## src/rtl/layer_alpha_blender.sv

```systemverilog
// layer_alpha_blender
// Composites NUM_LAYERS palettised layers back-to-front over BG_COLOR.
// Stage 0 registers the inputs and seeds the accumulator with BG_COLOR.
// Stage s then blends layer NUM_LAYERS-s over that accumulator. Upper-layer
// alpha and RGB values ride along in skew registers, so each layer meets its
// own pixel. The pipeline only advances on cycles where pc_ena_in == 0.
//
// Build option: define LAYER_ALPHA_BLEND_EN to get the arithmetic alpha blend.
// Without it, each stage is a mux that takes the layer colour when alpha[3]
// is set. No multipliers are built in that case. Latency, sideband and
// out_valid behave the same in both builds.

module layer_alpha_blender #(
    parameter int          NUM_LAYERS = 5,
    parameter int          SIDEBAND_W = 3,
    parameter logic [23:0] BG_COLOR   = 24'h000000
) (
    input  logic                    clk,
    input  logic                    reset_n,
    input  logic [3:0]              pc_ena_in,
    input  logic [4*NUM_LAYERS-1:0] layer_alpha,
    input  logic [24*NUM_LAYERS-1:0] layer_rgb,
    input  logic [NUM_LAYERS-1:0]   layer_active,
    input  logic [NUM_LAYERS-1:0]   layer_ena,
    input  logic [SIDEBAND_W-1:0]   sideband_in,
    output logic [7:0]              pixel_out_r,
    output logic [7:0]              pixel_out_g,
    output logic [7:0]              pixel_out_b,
    output logic [SIDEBAND_W-1:0]   sideband_out,
    output logic                    out_valid
);

    localparam int CNT_W = $clog2(NUM_LAYERS + 2);
    localparam logic [CNT_W-1:0] FILL_FULL = CNT_W'(NUM_LAYERS + 1);

    logic                  advance;
    logic [3:0]            a_eff   [NUM_LAYERS];
    // [stage][layer]: the copy of each layer's alpha/RGB held alongside stage s
    logic [3:0]            alpha_q [NUM_LAYERS][NUM_LAYERS];
    logic [23:0]           rgb_q   [NUM_LAYERS][NUM_LAYERS];
    logic [23:0]           acc_q   [NUM_LAYERS+1];
    logic [SIDEBAND_W-1:0] sb_q    [NUM_LAYERS+1];
    logic [CNT_W-1:0]      fill_cnt;

    assign advance = (pc_ena_in == 4'd0);

    // One channel of the per-layer compositing step.
    function automatic logic [7:0] mix_ch(input logic [7:0] c, input logic [7:0] acc,
                                          input logic [3:0] a);
`ifdef LAYER_ALPHA_BLEND_EN
        logic [4:0] w;
        // Weight runs 0..16, so alpha 15 replaces acc exactly and alpha 0 keeps it.
        w = {1'b0, a} + {4'b0000, a[3]};
        return 8'(((13'(c) * 13'(w)) + (13'(acc) * 13'(5'd16 - w))) >> 4);
`else
        return a[3] ? c : acc;
`endif
    endfunction

    function automatic logic [23:0] mix_px(input logic [23:0] c, input logic [23:0] acc,
                                           input logic [3:0] a);
        return {mix_ch(c[23:16], acc[23:16], a),
                mix_ch(c[15:8],  acc[15:8],  a),
                mix_ch(c[7:0],   acc[7:0],   a)};
    endfunction

    // A layer is transparent unless it is both video-active and enabled.
    always_comb begin
        for (int k = 0; k < NUM_LAYERS; k++) begin
            a_eff[k] = (layer_active[k] & layer_ena[k]) ? layer_alpha[4*k +: 4] : 4'd0;
        end
    end

    // Pixel pipeline, skew registers, sideband delay line and fill counter.
    always_ff @(posedge clk or negedge reset_n) begin
        if (!reset_n) begin
            for (int s = 0; s < NUM_LAYERS; s++) begin
                for (int k = 0; k < NUM_LAYERS; k++) begin
                    alpha_q[s][k] <= '0;
                    rgb_q[s][k]   <= '0;
                end
            end
            for (int s = 0; s <= NUM_LAYERS; s++) begin
                acc_q[s] <= '0;
                sb_q[s]  <= '0;
            end
            fill_cnt <= '0;
        end else if (advance) begin
            for (int k = 0; k < NUM_LAYERS; k++) begin
                alpha_q[0][k] <= a_eff[k];
                rgb_q[0][k]   <= layer_rgb[24*k +: 24];
            end
            acc_q[0] <= BG_COLOR;
            sb_q[0]  <= sideband_in;
            for (int s = 1; s < NUM_LAYERS; s++) begin
                for (int k = 0; k < NUM_LAYERS; k++) begin
                    alpha_q[s][k] <= alpha_q[s-1][k];
                    rgb_q[s][k]   <= rgb_q[s-1][k];
                end
            end
            for (int s = 1; s <= NUM_LAYERS; s++) begin
                acc_q[s] <= mix_px(rgb_q[s-1][NUM_LAYERS-s], acc_q[s-1],
                                   alpha_q[s-1][NUM_LAYERS-s]);
                sb_q[s]  <= sb_q[s-1];
            end
            if (fill_cnt != FILL_FULL) begin
                fill_cnt <= fill_cnt + CNT_W'(1);
            end
        end
    end

    assign pixel_out_r  = acc_q[NUM_LAYERS][23:16];
    assign pixel_out_g  = acc_q[NUM_LAYERS][15:8];
    assign pixel_out_b  = acc_q[NUM_LAYERS][7:0];
    assign sideband_out = sb_q[NUM_LAYERS];
    assign out_valid    = (fill_cnt == FILL_FULL);

endmodule
```

## config.mk

```make
export PLATFORM = sky130hd
export DESIGN_NAME = layer_alpha_blender
export DESIGN_NICKNAME = d
export VERILOG_FILES = /design/src/rtl/layer_alpha_blender.sv
export SDC_FILE = /design/constraint.sdc
export NUM_CORES = 1
export LEC_CHECK = 0
export CAP_MARGIN = 20
export CORE_MARGIN = 2
export CORE_UTILIZATION = 50
export DETAILED_ROUTE_END_ITERATION = 8
export HOLD_SLACK_MARGIN = 0.03
export PLACE_DENSITY = 0.76
export SYNTH_ARGS = -nofsm -noshare
export SYNTH_HDL_FRONTEND = slang
export SYNTH_SLANG_ARGS = --single-unit
```

## constraint.sdc

```tcl
create_clock -name clk -period 2.63 [get_ports clk]
set_input_delay 0.263 -clock clk [delete_from_list [all_inputs] [get_ports clk]]
set_output_delay 0.263 -clock clk [all_outputs]
set_load 0.1 [all_outputs]
```

# Word level (Yosys, flattened, before mapping)
# Index checks and enable logic that the tools add are counted.
op_classes:
  addsub: 1
  n_eq_ne: 2
  n_mux: 20
  bitwise_logic: 5
  n_reduce_logical: 2
ops:
  columns: ["operator", "count"]
  rows:
  - ["$mux 8", 15]
  - ["$mux 4", 5]
  - ["$and 1x1->1", 5]
  - ["$logic_not 4->1", 1]
  - ["$add 3x1->3 const B", 1]
  - ["$eq 3x3->1 const B", 1]
  - ["$ne 3x3->1 const B", 1]
  - ["$reduce_and 2->1", 1]
word_totals:
  reg_bits: 561
  inputBits: 159
  word_cells: 72

# Logic depth before layout (Yosys ltp)
depth:
  ltp_word: 2
  mapped_depth: 7
  mapped_depth_nobuf: 5

# Least setup slack after synthesis
# Ideal clock, no wire load.
synth_timing:
  path_type: "flip-flop to flip-flop"
  start: "register fill_cnt[0]"
  end: "register fill_cnt[1]"
  setup_ns: 0.132
  t_arrival_ns: 1.655
  required_ns: 2.498
  setup_slack_ns: 0.844
  stages_incl_launch_ff: 6
  path_cell_list: "dfrtp_1 inv_1 ha_1 and2_1 nand2b_1 o21ai_0"
synth_via:
  elab_chain_cells: 2
  word_cells_on_any_way: 3
  classes_between: "add/sub (1); eq/ne (1); reduce/logical (1)"
synth_rtl:
  columns: ["item", "line_no", "rtl"]
  rows:
  - ["from (decl)", "43", "logic [CNT_W-1:0] fill_cnt;"]
  - ["from (signal assigned)", "107", "fill_cnt <= fill_cnt + CNT_W'(1);"]
  - ["branches (longest 2 deep; another with $add 3x1->3)", null, null]
# Parallel ways; which one is timed is not known.
# A chain may end at the register's enable or synchronous reset.

# Worst setup path after layout
layout_timing:
  start: "register fill_cnt[0]"
  end: "output port out_valid"
layout_via:
  elab_chain_cells: 1
layout_rtl:
  columns: ["item", "line_no", "rtl"]
  rows:
  - ["$eq 3x3->1", "116", "assign out_valid = (fill_cnt == FILL_FULL);"]
  - ["to (decl)", "30", "output logic out_valid"]
# No other way between the ends.

==> reports/results.txt <==
total die area: 42800 um^2
CP Launch Type: flip-flop
CTS tree: yes
Slew Limit Fails: 0
CTS Buf Count: 53
IO Count: 187
crit-path max FO: 3
Setup violations, final: 0
Mean Syn Cell Area: 9.25 um^2
setup bufs post-CTS: 0
Worst Hold Class: in -> async
Crit. End Element: primary output
antenna-violating nets left: 0
H-tree depth: 2
Layout Nets: 2495
total gr overflow: 0
RSZ-0062 raised after global routing: no
final WL: 42400 um
vias in the first global route: 14200
Vias per Instance: 4.96
vias post-DR: 14400
port bufs: 171
Main synth FF type: dfrtp_1
PwrDens: 844 nW/um^2
CP Class: reg -> out
1st-iter DRT viols: 1117
Syn. warnings: 0
CTS-repair resized insts: 0
Synth top area share: 0.628
hpwl dp: 27300 um
Sum Neg Setup Slack: 0 ps
Remaining DRCs: 0
status: finished, final reports clean
initial antenna violation count: 0
Mapped Area: 20600 um^2
register bit total from synthesis: 516
Slew headroom: 0.304
Yosys cell types: 20
Finished Layout Cells: 2909
Post-CTS Hold Fix Bufs: 1
first-pass iteration count of the detailed router: 5
Max Buffers Root-to-Sink: 3
P_leak: 12.5 nW
wire per inst: 14.6 um
dpl cells: 2810
Die Wd: 207 um
clk_skew: 20.7 ps
Placer Congestion: 0.794
CP arrival: 1680 ps
first-pass GRT wire length: 70200 um
Highest Clock Rate: 514 MHz
Antenna diodes: 0
Core ar.: 40700 um^2
layout cells sized above 1: 0.0648
crit share post-route: 0.740
All-Layer GR Usage: 0.204
largest net degree at the start of global routing: 122
VDD IR-drop max: 0.577 mV
synth top area cells: dfrtp_1 63%, nand2_1 24%, mux2i_1 4.7%, o21ai_0 2.5%, buf_6 1.9%
# Max-Cap Violations: 0
clk_lat worst skew: 590 ps
Starting Density: 0.505
Mapped Nets: 2385
Rows: 74
sequential share of the synthesized area: 0.628
Worst Tran Pin Value: 1040 ps
Post-synth ARST share: 1.00
die height: 207 um
Final Hold Viols: 0
CTS Sinks: 516
Post-synth EDFFs: 0
Synth Instances: 2224
Crit path required time: 2370 ps
Root Driver: clkbuf_16
clk slew on worst S/H paths: 60 ps
area leader, netlist: dfrtp_1
Final Critical Period: 1950 ps
Area Overhead vs Synth: 17.9%
[synthesized netlist by cell type, types with 2 or more instances]
| cell | count |
|---|---|
| buf_6 | 35 |
| nand3_1 | 29 |
| buf_4 | 27 |
| clkbuf_1 | 36 |
| buf_2 | 56 |
| mux2i_1 | 96 |
| buf_1 | 2 |
| dfrtp_1 | 516 |
| nand2_1 | 1313 |
| o21ai_0 | 103 |
| ha_1 | 2 |
[power by group]
group / switching (mW) / leakage (nW) / internal, mW
clock: 3.05 / 0.887 / 4.56
sequential: 0.848 / 6.83 / 9.38
combinational: 1.63 / 4.82 / 1.00
[flip-flops by register name, indices dropped and copies added, names as in the netlist]
| signal | cells |
|---|---|
| sideband_out | 3 |
| pixel_out_b | 8 |
| acc_q | 96 |
| pixel_out_r | 8 |
| alpha_q | 15 |
| sb_q | 15 |
| fill_cnt | 3 |
| rgb_q | 360 |
| pixel_out_g | 8 |
[final timing paths]
kind,startpoint,end,slack (ps),cells past startpoint
worst max-delay path,fill_cnt[0]$_DFFE_PN0P_,out_valid,680,4
worst min-delay path,reset_n,acc_q[112]$_DFFE_PN0N_,170,2
worst max register to register,alpha_q[83]$_DFFE_PN0N_,acc_q[99]$_DFFE_PN0N_,1190,2
worst min register to register,rgb_q[430]$_DFFE_PN0N_,rgb_q[310]$_DFFE_PN0N_,460,2
max in group asynchronous,reset_n,rgb_q[475]$_DFFE_PN0N_,1610,3
min in group clk,layer_rgb[82],rgb_q[514]$_DFFE_PN0N_,200,3
[critical path, cell delays in order (launching register included)]
cell and delay, ps:
dfrtp_1 400, inv_1 70, ha_1 150, and2_1 170, buf_4 300
[kinds of logic after synthesis]
group,count (synthesis),synth area share
simple gates,1347,0.248
flops,516,0.628
buf+inv,157,0.0498
compound gates,105,0.0256
mux,96,0.0467
fa+ha+maj,2,0.00122
xor+xnor,1,0.000426
[routing by layer]
layer	GRT usage	routed length, um
met1	0.290	19500
met2	0.332	20500
met3	0.0279	1610
met4	0.0600	817
met5	0	0
[cells in the final DEF (no fill, tap or decap), types with 17 or more instances in the layout]
| master | count |
|---|---|
| buf_12 | 21 |
| mux2i_1 | 96 |
| nand3_1 | 29 |
| clkdlybuf4s50_1 | 142 |
| o21ai_0 | 103 |
| dfrtp_1 | 516 |
| buf_4 | 46 |
| nand2_1 | 1313 |
| clkbuf_8 | 17 |
| clkbuf_16 | 54 |
[final cells by class]
| class | count | area (um^2) |
|---|---|---|
| fill | 3480 | 16500 |
| sequential | 516 | 12900 |
| multi-input combinational | 1551 | 6640 |
| timing repair buffer | 211 | 2210 |
| clock buffer | 85 | 1640 |
| tap | 532 | 666 |
| clock inverter | 13 | 171 |
| inverter | 1 | 3.75 |
[stage by stage]
step / total power [mW] / cell area (um^2) / worst slack, ps / util / hold WS, ps
after floorplan: 12.0 / 20600 / 844 / - / -32.6
after global placement: 12.8 / 22400 / 342 / 0.550 / 185
after detailed placement: 13.0 / 22400 / 351 / 0.550 / 189
after CTS: 20.7 / 24200 / 651 / 0.595 / 155
after global routing: 21.5 / 24200 / 613 / 0.595 / 176
final: 20.5 / 24200 / 684 / 0.595 / 166
No activity file was read; power rests on OpenSTA's default activity.
